--- src/rtl/xillybus_mem32_responder.sv ---
// Xillybus-style 32-bit seekable memory responder.
//
// DEPTH x 32-bit register-file memory shared by a host write stream and a host
// read stream through one auto-incrementing pointer. A seek (addr_update)
// sets the effective address for the access in the same cycle, or just loads
// the pointer when there is no access.
//
// Ports:
//   bus_clk_w                  clock, all logic on the rising edge
//   bus_rst_w                  synchronous active-high reset
//   user_mem_32_addr_w         seek address, low AW bits used
//   user_mem_32_addr_update_w  load seek address this cycle
//   user_w_mem_32_*            write stream: open, wren, data in; full out
//   user_r_mem_32_*            read stream: open, rden in; data, empty, eof out
//   GPIO_LED_w                 registered mirror of word 0 bits [3:0]
//
// Build option:
//   XILLYBUS_MEM32_EOF_EN  when defined, a read of the last word moves the read
//                          side to an end-of-file state (empty=1, eof=1) until
//                          the next seek. When undefined, reads wrap like
//                          writes and eof is tied low.

module xillybus_mem32_responder #(
  parameter int unsigned DEPTH = 16
) (
  input  logic        bus_clk_w,
  input  logic        bus_rst_w,
  input  logic [31:0] user_mem_32_addr_w,
  input  logic        user_mem_32_addr_update_w,
  input  logic        user_w_mem_32_open_w,
  input  logic        user_w_mem_32_wren_w,
  input  logic [31:0] user_w_mem_32_data_w,
  output logic        user_w_mem_32_full_w,
  input  logic        user_r_mem_32_open_w,
  input  logic        user_r_mem_32_rden_w,
  output logic [31:0] user_r_mem_32_data_w,
  output logic        user_r_mem_32_empty_w,
  output logic        user_r_mem_32_eof_w,
  output logic [3:0]  GPIO_LED_w
);

  localparam int unsigned AW = $clog2(DEPTH);

  localparam logic [1:0] StClosed = 2'd0;
  localparam logic [1:0] StActive = 2'd1;
`ifdef XILLYBUS_MEM32_EOF_EN
  localparam logic [1:0] StAtEof  = 2'd2;
`endif

  logic [31:0]   mem_q [DEPTH];
  logic [31:0]   mem_d [DEPTH];
  logic [AW-1:0] ptr_q, ptr_d;
  logic [31:0]   rdata_q, rdata_d;
  logic [1:0]    state_q, state_d;
  logic          full_q, full_d;
  logic [3:0]    led_q, led_d;

  logic [AW-1:0] ea;
  logic          wr_en, rd_en, empty;

  // Upper address bits and the write-open flag do not affect behaviour.
  logic unused_inputs;
  assign unused_inputs = ^{user_mem_32_addr_w[31:AW], user_w_mem_32_open_w};

  assign ea    = user_mem_32_addr_update_w ? user_mem_32_addr_w[AW-1:0] : ptr_q;
  assign empty = (state_q != StActive);
  assign wr_en = user_w_mem_32_wren_w & ~full_q;
  assign rd_en = user_r_mem_32_rden_w & ~empty;

  always_comb begin
    mem_d = mem_q;
    if (wr_en) mem_d[ea] = user_w_mem_32_data_w;
  end

  always_comb begin
    // A combined read+write still advances by one: both target the same ea.
    ptr_d = ptr_q;
    if (wr_en || rd_en) begin
      ptr_d = ea + AW'(1);
    end else if (user_mem_32_addr_update_w) begin
      ptr_d = ea;
    end
  end

  always_comb begin
    // mem_q holds pre-write contents, giving read-before-write on collisions.
    rdata_d = rdata_q;
    if (rd_en) rdata_d = mem_q[ea];
  end

  always_comb begin
    state_d = state_q;
    if (!user_r_mem_32_open_w) begin
      state_d = StClosed;
    end else begin
      case (state_q)
        StClosed: state_d = StActive;
`ifdef XILLYBUS_MEM32_EOF_EN
        StActive: if (rd_en && (ea == AW'(DEPTH - 1))) state_d = StAtEof;
        StAtEof:  if (user_mem_32_addr_update_w) state_d = StActive;
`else
        StActive: state_d = StActive;
`endif
        default:  state_d = StClosed;
      endcase
    end
  end

  // Full only during reset and is released on the first cycle out of it.
  assign full_d = 1'b0;
  // Track next-state word 0 so the LEDs follow a write on the following cycle.
  assign led_d  = mem_d[0][3:0];

  always_ff @(posedge bus_clk_w) begin
    if (bus_rst_w) begin
      for (int i = 0; i < int'(DEPTH); i++) mem_q[i] <= '0;
      ptr_q   <= '0;
      rdata_q <= '0;
      state_q <= StClosed;
      full_q  <= 1'b1;
      led_q   <= '0;
    end else begin
      mem_q   <= mem_d;
      ptr_q   <= ptr_d;
      rdata_q <= rdata_d;
      state_q <= state_d;
      full_q  <= full_d;
      led_q   <= led_d;
    end
  end

  assign user_w_mem_32_full_w  = full_q;
  assign user_r_mem_32_data_w  = rdata_q;
  assign user_r_mem_32_empty_w = empty;
`ifdef XILLYBUS_MEM32_EOF_EN
  assign user_r_mem_32_eof_w   = (state_q == StAtEof);
`else
  assign user_r_mem_32_eof_w   = 1'b0;
`endif
  assign GPIO_LED_w            = led_q;

endmodule

--- config.mk ---
export PLATFORM = sky130hd
export DESIGN_NAME = xillybus_mem32_responder
export DESIGN_NICKNAME = d
export VERILOG_FILES = /design/src/rtl/xillybus_mem32_responder.sv
export SDC_FILE = /design/constraint.sdc
export NUM_CORES = 1
export LEC_CHECK = 0
export ABC_AREA = 1
export BUFFER_PORTS_ARGS = -buffer_cell sky130_fd_sc_hd__buf_4
export CAP_MARGIN = 20
export CORE_ASPECT_RATIO = 0.8
export CORE_MARGIN = 2
export CORE_UTILIZATION = 40
export DETAILED_ROUTE_END_ITERATION = 12
export GPL_TIMING_DRIVEN = 0
export PLACE_DENSITY_LB_ADDON = 0.15
export SYNTH_ARGS = -nofsm -noshare
export SYNTH_HDL_FRONTEND = slang
export SYNTH_SLANG_ARGS = --single-unit
--- constraint.sdc ---
create_clock -name bus_clk_w -period 3.5 [get_ports bus_clk_w]
set_clock_uncertainty 0.2 [all_clocks]
set_input_delay 0.35 -clock bus_clk_w [delete_from_list [all_inputs] [get_ports bus_clk_w]]
set_output_delay 0.35 -clock bus_clk_w [all_outputs]
set_load 0.005 [all_outputs]
==> results of run 1 <==
## area by class of cell
type	count	area, um^2
fill	6552	32500
multi-input combinational	2362	11000
sequential	550	11000
clock buffer	80	1660
inverter	403	1510
buffer	336	1480
tap	830	1040
timing repair buffer	112	926
clock inverter	25	258
antenna	1	2.50
## cell usage in the layout (no fill, tap or decap), types with 6 or more instances in the layout
cell type      count
nand2_2           12
a21oi_1          515
clkbuf_16         59
buf_1              8
buf_2            123
clkbuf_8          10
o21ai_1          219
nor2_4             6
nand3_1          672
nand2_1          657
clkbuf_1         198
o21ai_0          201
clkinv_2          18
dlygate4sd3_1     34
buf_4             90
nor2_1            69
inv_1            398
dfxtp_1          550
## registers in the layout (all words and copies together) (netlist names)
| signal | count |
|---|---|
| mem_q | 512 |
| user_r_mem_32_data_w | 32 |
| ptr_q | 4 |
| state_q | 1 |
| user_w_mem_32_full_w | 1 |
## report_power, final
| group | leakage (nW) | switching [mW] | internal, mW |
|---|---|---|---|
| sequential | 4.44 | 0.0389 | 6.37 |
| clock | 0.962 | 2.77 | 3.65 |
| combinational | 5.87 | 1.49 | 0.544 |
## metal layers
metal	GRT usage (%)	routed length, um	vias up
li1	-	-	12300
met1	46.8	47600	12300
met2	45.3	41800	1346
met3	5.48	10800	189
met4	11.8	4010	0
met5	0	0	-
## worst max path at each step
| stage | from | end | slack, ns | depth (start not counted) |
|---|---|---|---|---|
| finish | ptr_q[1]$_SDFFE_PP0P_ | mem_q[297]$_SDFFE_PP0P_ | 0.02 | 11 |
| global route | ptr_q[1]$_SDFFE_PP0P_ | mem_q[297]$_SDFFE_PP0P_ | 0.02 | 11 |
| CTS | ptr_q[1]$_SDFFE_PP0P_ | mem_q[362]$_SDFFE_PP0P_ | 0.07 | 12 |
| detailed placement | user_mem_32_addr_update_w | mem_q[354]$_SDFFE_PP0P_ | -0.87 | 12 |
| global placement | user_mem_32_addr_update_w | mem_q[354]$_SDFFE_PP0P_ | -0.84 | 12 |
| floorplan | user_mem_32_addr_update_w | mem_q[268]$_SDFFE_PP0P_ | 0.85 | 14 |
## repair_timing
| action | 4_1_cts | 5_1_grt |
|---|---|---|
| setup endpoints to repair | 511 | 83 |
| hold endpoints to repair | 194 | 0 |
| gates resized for setup | 11 | 10 |
| hold buffers | 34 | 0 |
## through the flow
step / util [%] / std cells / hold WS [ns] / setup WS [ns] / total power, mW
2_1_floorplan: - / 3651 / 0.178 / 0.852 / 7.66
3_3_place_gp: 43.3 / 4559 / 0.241 / -0.838 / 8.45
3_5_place_dp: 43.3 / 4559 / 0.244 / -0.870 / 8.46
4_1_cts: 47.1 / 4698 / 0.0938 / 0.0701 / 14.8
5_1_grt: 47.1 / 4698 / 0.137 / 0.0156 / 15.3
6_report: 47.1 / 4699 / 0.0996 / 0.0190 / 14.9
## cells by family after synthesis
| group | count (synthesis) | synth area share [%] |
|---|---|---|
| AOI/OAI and AO/OA | 938 | 18.8 |
| xor gates and xnor gates | 1 | 0.0351 |
| DFF | 550 | 44.1 |
| buffers and inverters | 739 | 11.9 |
| adders and majority gates | 4 | 0.200 |
| other | 1 | 0.0150 |
| and+or+nand+nor | 1418 | 24.9 |
## critical path, cell delays in order, from the launching register on
cell      delay [ns]
dfxtp_1         0.43
inv_1           0.10
o21ai_2         0.30
buf_4           0.35
buf_2           0.31
ha_1            0.19
inv_1           0.06
nor2_4          0.34
nand2_1         0.34
clkbuf_1        0.38
o21ai_0         0.26
a21oi_1         0.07
==> results_dict.tcl, run 1 <==
set metrics [dict create \
    status "completed" \
    grt_pass1_wl_um 153000 \
    end_kind "flip-flop" \
    core_region_area_um2 61400 \
    fin_crit_sh_pct 99.5 \
    place_hpwl_um 76000 \
    yosys_warnings 0 \
    initial_utilization_pct 40.7 \
    synth_area_leaders "dfxtp_1, nand3_1, a21oi_1" \
    first_global_vias 23500 \
    cts_buffers 58 \
    synth_edf_count 0 \
    place_congestion 0.951 \
    r2r_slack_ns 0.02 \
    cts.clk_slew.worst_paths_ns 0.06 \
    die_h_um 228 \
    clock_latency_ns 0.65 \
    rows 81 \
    chipWidth_um 283 \
    max_freq_ghz 0.287 \
    place_area_um2 26600 \
    antenna_found_initial 0 \
    holdPathEnd "ptr_q[2]$_SDFFE_PP0P_" \
    tightest_slew_ns 1.09 \
    yosysTopAreaCellShare_pct 44.1 \
    start_kind "flip-flop" \
    cts_max_level 2 \
    rsz0062_at_grt "no" \
    grt_start_max_net_pins 15 \
    r2r_cells 11 \
    hold_class "in -> reg" \
    setup_viol 0 \
    yosys-top-cells-count "nand3_1, nand2_1, dfxtp_1" \
    drv_cap 0 \
    routed_wl_um 104000 \
    stdcell_area_um2 28900 \
    portBuffers 78 \
    ys_seq_area_share_pct 44.1 \
    peakVddDrop_mv 0.385 \
    r2r-start "ptr_q[1]$_SDFFE_PP0P_" \
    ys_ff_latch 550 \
    clock_sinks 550 \
    final-hold-violation-count 0 \
    cts-root-buf "clkbuf_16" \
    ant_nets 0 \
    layout.nets 3898 \
    wire_per_inst_um 22.2 \
    reg2reg_to "mem_q[297]$_SDFFE_PP0P_" \
    firstDrtPassIters 6 \
    cts_max_path_buffers 3 \
    fp.dieArea_um2 64500 \
    drt_iter0_markers 3113 \
    min_from "user_r_mem_32_rden_w" \
    syn-mean-instance-area_um2 6.84 \
    num_vias 26200 \
    yosysMostFrequentCell "nand3_1" \
    io_pins 110 \
    area.growth.synth_to_final_pct 15.7 \
    crit_arrival_ns 3.79 \
    cts_tree "done" \
    slew_violations 0 \
    tns_ns 0 \
    async_flop_share_pct 0 \
    synth_area_um2 25000 \
    drive_gt1_share_pct 8.79 \
    yosysTopAreaCell "dfxtp_1" \
    leakagePower_nw 11.3 \
    required_ns 3.81 \
    syn_nets 3726 \
    crit_type "reg -> reg" \
    relSlewSlack_pct 27.1 \
    drc 0 \
    grtUsageTotal_pct 31.6 \
    cp_max_fo 11 \
    viasPerCell 5.57 \
    holdPathStages 5 \
    fin_crit_ns 3.48 \
    ys.flop_type "dfxtp_1" \
    grt.overflow.total 0 \
    syn-instance-count 3651 \
    post_cts_buffers 0 \
    yosys.cell_types.count 23 \
    powerDensity_nw_per_um2 514 \
]
(Power assumes the default switching activity.)
==> run 2: changes to the inputs <==
==> constraint.sdc (replaced) <==
create_clock -name bus_clk_w -period 3.5 [get_ports bus_clk_w]
set_clock_uncertainty 0.2 [all_clocks]
set_input_delay 0.175 -clock bus_clk_w [delete_from_list [all_inputs] [get_ports bus_clk_w]]
set_output_delay 0.175 -clock bus_clk_w [all_outputs]
set_load 0.005 [all_outputs]
==> run 2 against run 1 <==
Final cell count grew 0.13%. Hold slack lost 0.0089 ns. Sequential power is essentially flat. Critical path type unchanged. Largest power group unchanged. Highest routed layer unchanged.
==> results_dict.tcl, run 2 (synthesized netlist as in run 1, its figures left out) <==
set metrics [dict create \
    tightest_slew_ns 1.13 \
    cts_max_level 2 \
    grt.overflow.total 0 \
    stdcell_area_um2 29000 \
    final_common_cell "nand3_1" \
    place_congestion 0.951 \
    fin_crit_ns 3.48 \
    chipWidth_um 283 \
    slew_violations 0 \
    relSlewSlack_pct 24.7 \
    top_register "mem_q" \
    fp.dieArea_um2 64500 \
    setup_viol 0 \
    firstDrtPassIters 6 \
    cts.clk_slew.worst_paths_ns 0.07 \
    path_depth 11 \
    max_freq_ghz 0.288 \
    required_ns 3.81 \
    p_sw_share_pct 28.9 \
    drc 0 \
    preCtsSetupSlack_ns -0.755 \
    cts_buffers 58 \
    crit_chain "inv_1 > o21ai_2 > buf_4 > buf_2 > ha_1 > inv_1 > nor2_4 > nand2_1 > clkbuf_1 > o21ai_0 > a21oi_1" \
    portBuffers 78 \
    cts-root-buf "clkbuf_16" \
    num_vias 26300 \
    post_cts_buffers 0 \
    crit_arrival_ns 3.79 \
    tns_ns 0 \
    clock_latency_ns 0.65 \
    antenna_cells 0 \
    clock_sinks 550 \
    r2r_slack_ns 0.02 \
    critPathLaunch "ptr_q[1]$_SDFFE_PP0P_" \
    antenna_found_initial 0 \
    clkPwrFrac_pct 43.2 \
    rows 81 \
    mostFrequentLayoutCells "nand3_1, nand2_1, dfxtp_1, a21oi_1, inv_1" \
    crit_buf_inv 5 \
    grt_start_max_net_pins 15 \
    rsz0062_at_grt "no" \
    crit_top_cell "inv_1" \
    cts_tree "done" \
    fin_crit_sh_pct 99.3 \
    grtUsageTotal_pct 31.6 \
    initial_utilization_pct 40.7 \
    io_pins 110 \
    r2r-start "ptr_q[1]$_SDFFE_PP0P_" \
    wire_per_inst_um 22.2 \
    powerDensity_nw_per_um2 513 \
    net-switching-power_mw 4.29 \
    start_kind "flip-flop" \
    slowest_delay_ns 0.43 \
    internal_power_mw 10.6 \
    peakVddDrop_mv 0.385 \
    crit_type "reg -> reg" \
    status "completed" \
    leakagePower_nw 11.3 \
    reg2reg_to "mem_q[297]$_SDFFE_PP0P_" \
    crit_path_end "mem_q[297]$_SDFFE_PP0P_" \
    drt_iter0_markers 3100 \
    place_hpwl_um 76000 \
    final_util_pct 47.2 \
    area.growth.synth_to_final_pct 16.0 \
    grt_pass1_wl_um 153000 \
    first_global_vias 23600 \
    layout.nets 3905 \
    critPathTopFamily "buffers and inverters" \
    hold_class "in -> reg" \
    drive_gt1_share_pct 8.72 \
    viasPerCell 5.60 \
    final-hold-violation-count 0 \
    die_h_um 228 \
    end_kind "flip-flop" \
    r2r_cells 11 \
    ant_nets 0 \
    worst_slack_ns 0.0240 \
    core_region_area_um2 61400 \
    hold_ws_ns 0.0907 \
    sequentialPowerShare_pct 43.1 \
    power_frac_comb_pct 13.7 \
    routed_wl_um 104000 \
    cts_max_path_buffers 3 \
    place_area_um2 26600 \
    largest_reg_flops 512 \
    slowest_stage "dfxtp_1" \
    cp_max_fo 11 \
    drv_cap 0 \
]
[run 2: area by class of cell]
cell class                      instances  area (um^2)
Buffer                                336         1480
Fill cell                            6546        32400
Sequential cell                       550        11000
Clock buffer                           80         1660
Timing Repair Buffer                  119          996
Inverter                              403         1510
Multi-Input combinational cell       2362        11000
Clock inverter                         25          258
Tap cell                              830         1040
[run 2: layer usage]
layer / wire [um] / global-route usage [%] / vias up
met5: 0 / 0 / -
met3: 10600 / 5.46 / 190
li1: - / - / 12300
met4: 3970 / 11.9 / 0
met2: 42000 / 45.3 / 1310
met1: 47800 / 46.9 / 12500
[run 2: how the worst min path moves through the flow]
stage | slack [ns] | end | cells after the start | start
after floorplan | 0.003 | user_w_mem_32_full_w$_DFF_P_ | 0 | bus_rst_w
after global placement | 0.09 | user_w_mem_32_full_w$_DFF_P_ | 1 | bus_rst_w
after detailed placement | 0.09 | user_w_mem_32_full_w$_DFF_P_ | 1 | bus_rst_w
after CTS | 0.06 | state_q[0]$_SDFF_PP0_ | 4 | user_r_mem_32_open_w
after global routing | 0.16 | state_q[0]$_SDFF_PP0_ | 4 | user_r_mem_32_open_w
final | 0.09 | state_q[0]$_SDFF_PP0_ | 4 | user_r_mem_32_open_w
[run 2: per-stage QoR]
step,cells,power [mW]
after floorplan,3651,7.66
after global placement,4559,8.45
after detailed placement,4559,8.46
after CTS,4705,14.8
after global routing,4705,15.3
final,4705,14.9
[run 2: power groups by stage]
stage	logic (mW)	clock network (mW)	registers (mW)
detailed placement	1.91	0	6.55
global route	2.17	6.70	6.42
global placement	1.90	0	6.55
CTS	1.96	6.44	6.41
finish	2.04	6.42	6.41
floorplan	1.12	0	6.54
[run 2: worst reg2reg max path, cell delays in order (launching register included)]
cell and delay (ns):
dfxtp_1 0.43, inv_1 0.10, o21ai_2 0.29, buf_4 0.35
buf_2 0.33, ha_1 0.19, inv_1 0.06, nor2_4 0.35
nand2_1 0.34, clkbuf_1 0.37, o21ai_0 0.26, a21oi_1 0.07
[run 2: repair_timing]
item,4_1_cts,5_1_grt
endpoints found under the setup margin,511,105
hold buffers,41,0
gates resized for setup,11,7
hold endpoints to repair,197,0
gates cloned,0,0
